**config.mk**
```make
export PLATFORM = sky130hd
export DESIGN_NAME = div_flat
export DESIGN_NICKNAME = d
export VERILOG_FILES = /design/src/rtl/div_pkg.sv /design/src/rtl/div_if.sv /design/src/rtl/div_sub.sv /design/src/rtl/div.sv /design/src/flat_wrapper.sv
export SDC_FILE = /design/constraint.sdc
export NUM_CORES = 1
export LEC_CHECK = 0
export BUFFER_PORTS_ARGS = -buffer_cell sky130_fd_sc_hd__buf_2
export CAP_MARGIN = 20
export CELL_PAD_IN_SITES_DETAIL_PLACEMENT = 1
export CELL_PAD_IN_SITES_GLOBAL_PLACEMENT = 1
export CORE_ASPECT_RATIO = 0.5
export CORE_MARGIN = 4
export CORE_UTILIZATION = 47
export CTS_CLUSTER_SIZE = 16
export DETAILED_ROUTE_END_ITERATION = 8
export HOLD_SLACK_MARGIN = 0.05
export PLACE_DENSITY = 0.85
export SYNTH_ARGS = -nofsm -noshare
export SYNTH_HDL_FRONTEND = slang
export SYNTH_HIERARCHICAL = 1
export SYNTH_SLANG_ARGS = --single-unit
```
**constraint.sdc**
```tcl
create_clock -name clk -period 4.6 [get_ports clk]
set_input_delay 0.46 -clock clk [delete_from_list [all_inputs] [get_ports clk]]
set_output_delay 0.46 -clock clk [all_outputs]
set_load 0.005 [all_outputs]
```
**src/rtl/div_pkg.sv**
```systemverilog
// Shared arithmetic package for the sequential divider.
// Holds the default operand width and the FSM state encoding.
package div_pkg;

    localparam int DIV_W = 8;

    // 2'b11 is unused and falls back to IDLE on the next edge.
    typedef enum logic [1:0] {
        IDLE = 2'b00,
        STEP = 2'b01,
        DONE = 2'b10
    } div_state_e;

endpackage

```
**src/rtl/div_if.sv**
```systemverilog
// Request/response bundle for the divider.
// start/eX/Y in; Q/R/busy/done/dbz out.
interface div_if
    import div_pkg::*;
#(
    parameter int W = DIV_W
);

    logic         start;
    logic [W-1:0] eX;
    logic [W-1:0] Y;
    logic [W-1:0] Q;
    logic [W-1:0] R;
    logic         busy;
    logic         done;
    logic         dbz;

    modport master (
        output start, eX, Y,
        input  Q, R, busy, done, dbz
    );

    modport slave (
        input  start, eX, Y,
        output Q, R, busy, done, dbz
    );

endinterface

```
**src/rtl/div_sub.sv**
```systemverilog
// One restoring-division step: shift in the next dividend bit,
// trial-subtract M. Ports: a_i, q_msb_i, m_i -> a_o, q_bit_o.
module div_sub
    import div_pkg::*;
#(
    parameter int W = DIV_W
) (
    input  logic [W:0]   a_i,
    input  logic         q_msb_i,
    input  logic [W-1:0] m_i,
    output logic [W:0]   a_o,
    output logic         q_bit_o
);

    logic [W+1:0] shift_w;
    logic [W+1:0] trial_w;

    // One spare bit on top keeps the borrow unambiguous; since the
    // partial remainder stays below M it matches the W+1-bit sign.
    assign shift_w = {a_i, q_msb_i};
    assign trial_w = shift_w - {2'b00, m_i};

    assign q_bit_o = ~trial_w[W+1];
    assign a_o     = q_bit_o ? trial_w[W:0] : shift_w[W:0];

endmodule

```
**src/rtl/div.sv**
```systemverilog
// Sequential unsigned restoring divider, one quotient bit per clock.
// Ports: clk, rst_n (async low), bus (div_if.slave).
module div
    import div_pkg::*;
#(
    parameter int W = DIV_W
) (
    input  logic clk,
    input  logic rst_n,
    div_if.slave bus
);

    localparam int CW = $clog2(W) + 1;

    div_state_e   state_q, state_d;
    logic [CW-1:0] cnt_q, cnt_d;
    logic [W:0]   a_q, a_d;
    logic [W-1:0] q_q, q_d;
    logic [W-1:0] m_q, m_d;
    logic [W-1:0] r_q, r_d;
    logic         dbz_q, dbz_d;

    logic [W:0]   sub_a;
    logic         sub_qbit;

    div_sub #(.W(W)) u_sub (
        .a_i     (a_q),
        .q_msb_i (q_q[W-1]),
        .m_i     (m_q),
        .a_o     (sub_a),
        .q_bit_o (sub_qbit)
    );

    always_ff @(posedge clk or negedge rst_n) begin
        if (!rst_n) begin
            state_q <= IDLE;
            cnt_q   <= '0;
            a_q     <= '0;
            q_q     <= '0;
            m_q     <= '0;
            r_q     <= '0;
            dbz_q   <= 1'b0;
        end else begin
            state_q <= state_d;
            cnt_q   <= cnt_d;
            a_q     <= a_d;
            q_q     <= q_d;
            m_q     <= m_d;
            r_q     <= r_d;
            dbz_q   <= dbz_d;
        end
    end

    always_comb begin
        state_d = state_q;
        cnt_d   = cnt_q;
        a_d     = a_q;
        q_d     = q_q;
        m_d     = m_q;
        r_d     = r_q;
        dbz_d   = dbz_q;
        case (state_q)
            IDLE: begin
                if (bus.start) begin
                    if (bus.Y != '0) begin
                        a_d     = '0;
                        q_d     = bus.eX;
                        m_d     = bus.Y;
                        cnt_d   = '0;
                        dbz_d   = 1'b0;
                        state_d = STEP;
                    end else begin
                        q_d     = '1;
                        r_d     = bus.eX;
                        dbz_d   = 1'b1;
                        state_d = DONE;
                    end
                end
            end
            STEP: begin
                a_d   = sub_a;
                q_d   = {q_q[W-2:0], sub_qbit};
                cnt_d = cnt_q + CW'(1);
                if (cnt_q == CW'(W - 1)) begin
                    r_d     = sub_a[W-1:0];
                    state_d = DONE;
                end
            end
            DONE:    state_d = IDLE;
            default: state_d = IDLE;
        endcase
    end

    assign bus.Q    = q_q;
    assign bus.R    = r_q;
    assign bus.dbz  = dbz_q;
    assign bus.done = (state_q == DONE);
    assign bus.busy = (state_q == STEP) || (state_q == DONE);

endmodule
```
**src/flat_wrapper.sv**
```systemverilog
// flat-port wrapper written by rule: the top's interface ports become plain ports
module div_flat import div_pkg::*;
#(
    parameter int W = DIV_W
)
  (clk, rst_n, bus_start, bus_eX, bus_Y, bus_Q, bus_R, bus_busy, bus_done, bus_dbz);
  div_if #(.W(W)) bus_i ();
  input  logic clk;
  input  logic rst_n;
  input wire logic [$bits(bus_i.start)-1:0] bus_start;
  input wire logic [$bits(bus_i.eX)-1:0] bus_eX;
  input wire logic [$bits(bus_i.Y)-1:0] bus_Y;
  output wire logic [$bits(bus_i.Q)-1:0] bus_Q;
  output wire logic [$bits(bus_i.R)-1:0] bus_R;
  output wire logic [$bits(bus_i.busy)-1:0] bus_busy;
  output wire logic [$bits(bus_i.done)-1:0] bus_done;
  output wire logic [$bits(bus_i.dbz)-1:0] bus_dbz;
  assign bus_i.start = bus_start;
  assign bus_i.eX = bus_eX;
  assign bus_i.Y = bus_Y;
  assign bus_Q = bus_i.Q;
  assign bus_R = bus_i.R;
  assign bus_busy = bus_i.busy;
  assign bus_done = bus_i.done;
  assign bus_dbz = bus_i.dbz;
  div #(.W(W)) u_core (.clk(clk), .rst_n(rst_n), .bus(bus_i));
endmodule
```
==> flow_metrics.env <==
export IMPL_cp_end_kind="register"
export IMPL_drt_first_pass_iters=4
export IMPL_postCtsSetupBuffers=0
export IMPL_synth_seq_area_share=0.415
export IMPL_r2r_start="u_core/a_q[4]"
export IMPL_dr_first_iter_drc_count=84
export IMPL_grt_setup_unrepaired="no"
export IMPL_vdd_ir_drop_max_mv=0.406
export IMPL_pwr_share_seq=0.323
export IMPL_ys_ff_latch=40
export IMPL_drive_gt1_frac=0.278
export IMPL_post_cts_resized=0
export IMPL_p_comb_frac=0.559
export IMPL_power_density_mw_per_mm2=697
export IMPL_switchingPower_uw=823
export IMPL_cts_sinks=40
export IMPL_hold_viol_final=0
export IMPL_dp_cells=343
export IMPL_wire_per_inst_um=17.9
export IMPL_arrival_ns=2.92
export IMPL_max_freq_mhz=365
export IMPL_setup_viol=0
export IMPL_fin_crit_sh=0.596
export IMPL_via_per_inst=5.51
export IMPL_report_power_total_uw=1910
export IMPL_drt_total_wl_um=6270
export IMPL_final_cells=351
export IMPL_drc=0
export IMPL_yosys_warnings=6
export IMPL_cts_root_buf="clkbuf_8"
export IMPL_intPower_uw=1090
export IMPL_clk_pin_slew_ns=0.08
export IMPL_synth_area_leader_cell="dfrtp_1"
export IMPL_cts_hold_buffers_added=0
export IMPL_yosys_top_cells_area="dfrtp_1, mux2_4, nand2_1"
export IMPL_relSlewSlack=0.387
export IMPL_p_clk_frac=0.118
export IMPL_tightest_slew_ns=0.920
export IMPL_start_kind="register"
export IMPL_portBuffers=37
export IMPL_avgSynthCellArea_um2=9.94
export IMPL_whs_ns=0.294
export IMPL_final_max_slew_viol_count=0
export IMPL_grtUsageTotal=0.218
export IMPL_ant_nets=0
export IMPL_htree_levels=2
export IMPL_worstPathRequired_ns=4.78
export IMPL_die_w_um=109
export IMPL_insertion_delay_ns=0.30
export IMPL_gp_congestion=0.794
export IMPL_die_area_mm2=0.00642
export IMPL_area_delta_synth_final_pct=13.6
export IMPL_tns_ns=0
export IMPL_grt_antenna_before_repair=0
export IMPL_diodes=0
export IMPL_cts_buffer_depth=2
export IMPL_die_y_um=58.7
export IMPL_fin_util=0.554
export IMPL_hp_class="primary input to asynchronous set/reset pin"
export IMPL_vias=1933
export IMPL_synth_edff_count=0
export IMPL_synthCells=243
export IMPL_p_leak_uw=0.00134
export IMPL_swShare=0.430
export IMPL_startpoint="u_core/a_q[4]"
export IMPL_post_route_min_period_ns=2.74
export IMPL_grt_overflow=0
export IMPL_reg2regPathDepth=9
export IMPL_path_max_fanout=8
export IMPL_ff2ff_setup_slack_ns=1.86
export IMPL_synth_common_cells="nand2_1, dfrtp_1, nor2_1"
export IMPL_yosysUniqueCellTypes=45
export IMPL_syn_nets=275
export IMPL_async_reset_ff_frac=1.00
export IMPL_critPathKind="register to register"
export IMPL_synth_top_cell_area_share=0.415
export IMPL_grt_pass1_vias=2082
export IMPL_grt_max_degree=41
export IMPL_io_pin_count=38
export IMPL_synth_flop_cell="dfrtp_1"
export IMPL_status="completed"
export IMPL_drv_cap=0
export IMPL_nets=313
export IMPL_place_hpwl_um=4660
export IMPL_worstSetupEndpoint="u_core/bus.R[4]"
export IMPL_yosysMostFrequentCell="nand2_1"
export IMPL_cts_tree="yes"
export IMPL_syn_cell_area_mm2=0.00241
export IMPL_grt_pass1_wl_um=10500
export IMPL_rows=18
export IMPL_fin_skew_ns=0.00840
export IMPL_start_util=0.487
export IMPL_cts_made_buffers=5
export IMPL_core_mm2=0.00495
export IMPL_rr_endpoint="u_core/bus.R[4]"
[power groups by stage]
stage | Sequential [µW] | Clock [µW] | Combinational [µW]
2_1_floorplan | 602 | 0 | 763
3_3_place_gp | 615 | 0 | 990
3_5_place_dp | 623 | 0 | 1040
4_1_cts | 618 | 233 | 1060
5_1_grt | 640 | 248 | 1180
6_report | 617 | 226 | 1070
[through the flow]
step           setup WS [ns]  area (µm²)
3_5_place_dp            1.76        2650
6_report                1.86        2740
2_1_floorplan           2.21        2410
5_1_grt                 1.72        2740
4_1_cts                 1.72        2730
3_3_place_gp            1.92        2650
[kinds of logic after synthesis]
group / share of synthesized area
AO/OA/AOI/OAI: 0.136
XOR/XNOR: 0.0181
multiplexers: 0.126
adder cells (fa/ha/maj): 0.0705
flip-flops: 0.415
buffers and inverters: 0.0357
AND/OR/NAND/NOR: 0.198
[cell type report]
| type | count | area (µm²) |
|---|---|---|
| Sequential cell | 40 | 1000 |
| Tap cell | 70 | 87.6 |
| Inverter | 13 | 48.8 |
| Fill cell | 597 | 2210 |
| Clock inverter | 1 | 5.00 |
| Multi-Input combinational cell | 183 | 1330 |
| Timing Repair Buffer | 38 | 200 |
| Clock buffer | 6 | 72.6 |
[flip-flops by register name, summed over array words and instances (netlist names)]
signal	count
u_core/state_q	2
u_core/bus.Q	8
u_core/bus.dbz	1
u_core/bus.R	8
u_core/m_q	8
u_core/a_q	9
u_core/cnt_q	4
[layout by cell type, fill, tap and decap left out, drive strengths merged, types with 6 or more instances in the layout]
cell | Yosys | final
nand3 | 8 | 8
ha | 12 | 12
a21oi | 10 | 10
mux2 | 21 | 21
nor2 | 16 | 16
nand2 | 48 | 48
nand2b | 12 | 12
o21ai | 14 | 14
inv | 13 | 13
clkbuf | 3 | 6
dfrtp | 40 | 40
a31oi | 8 | 8
buf | 4 | 38
[critical path, stage by stage, from the launching register on]
cell      delay (ns)
dfrtp_1         0.43
ha_1            0.39
nand2_1         0.10
a21boi_1        0.25
o21ai_2         0.13
a211o_1         0.50
mux2_4          0.37
nand2_1         0.13
nand2_1         0.07
mux2_4          0.25
[worst min-delay path by stage]
stage,startpoint,end,slack [ns],depth (start not counted)
2_1_floorplan,rst_n,u_core/a_q[0],0.16,0
3_3_place_gp,u_core/bus.dbz,u_core/bus.dbz,0.47,2
3_5_place_dp,u_core/bus.dbz,u_core/bus.dbz,0.49,2
4_1_cts,rst_n,u_core/m_q[5],0.32,1
5_1_grt,rst_n,u_core/a_q[4],0.36,1
6_report,rst_n,u_core/bus.R[7],0.29,1
[metal layers]
metal	global-route usage	wire, µm	up-vias
met5	0	0	-
met4	0.0746	93	0
met3	0.0383	252	8
met2	0.378	3040	33
met1	0.280	2880	978
li1	-	-	914
(Power assumes the default switching activity.)
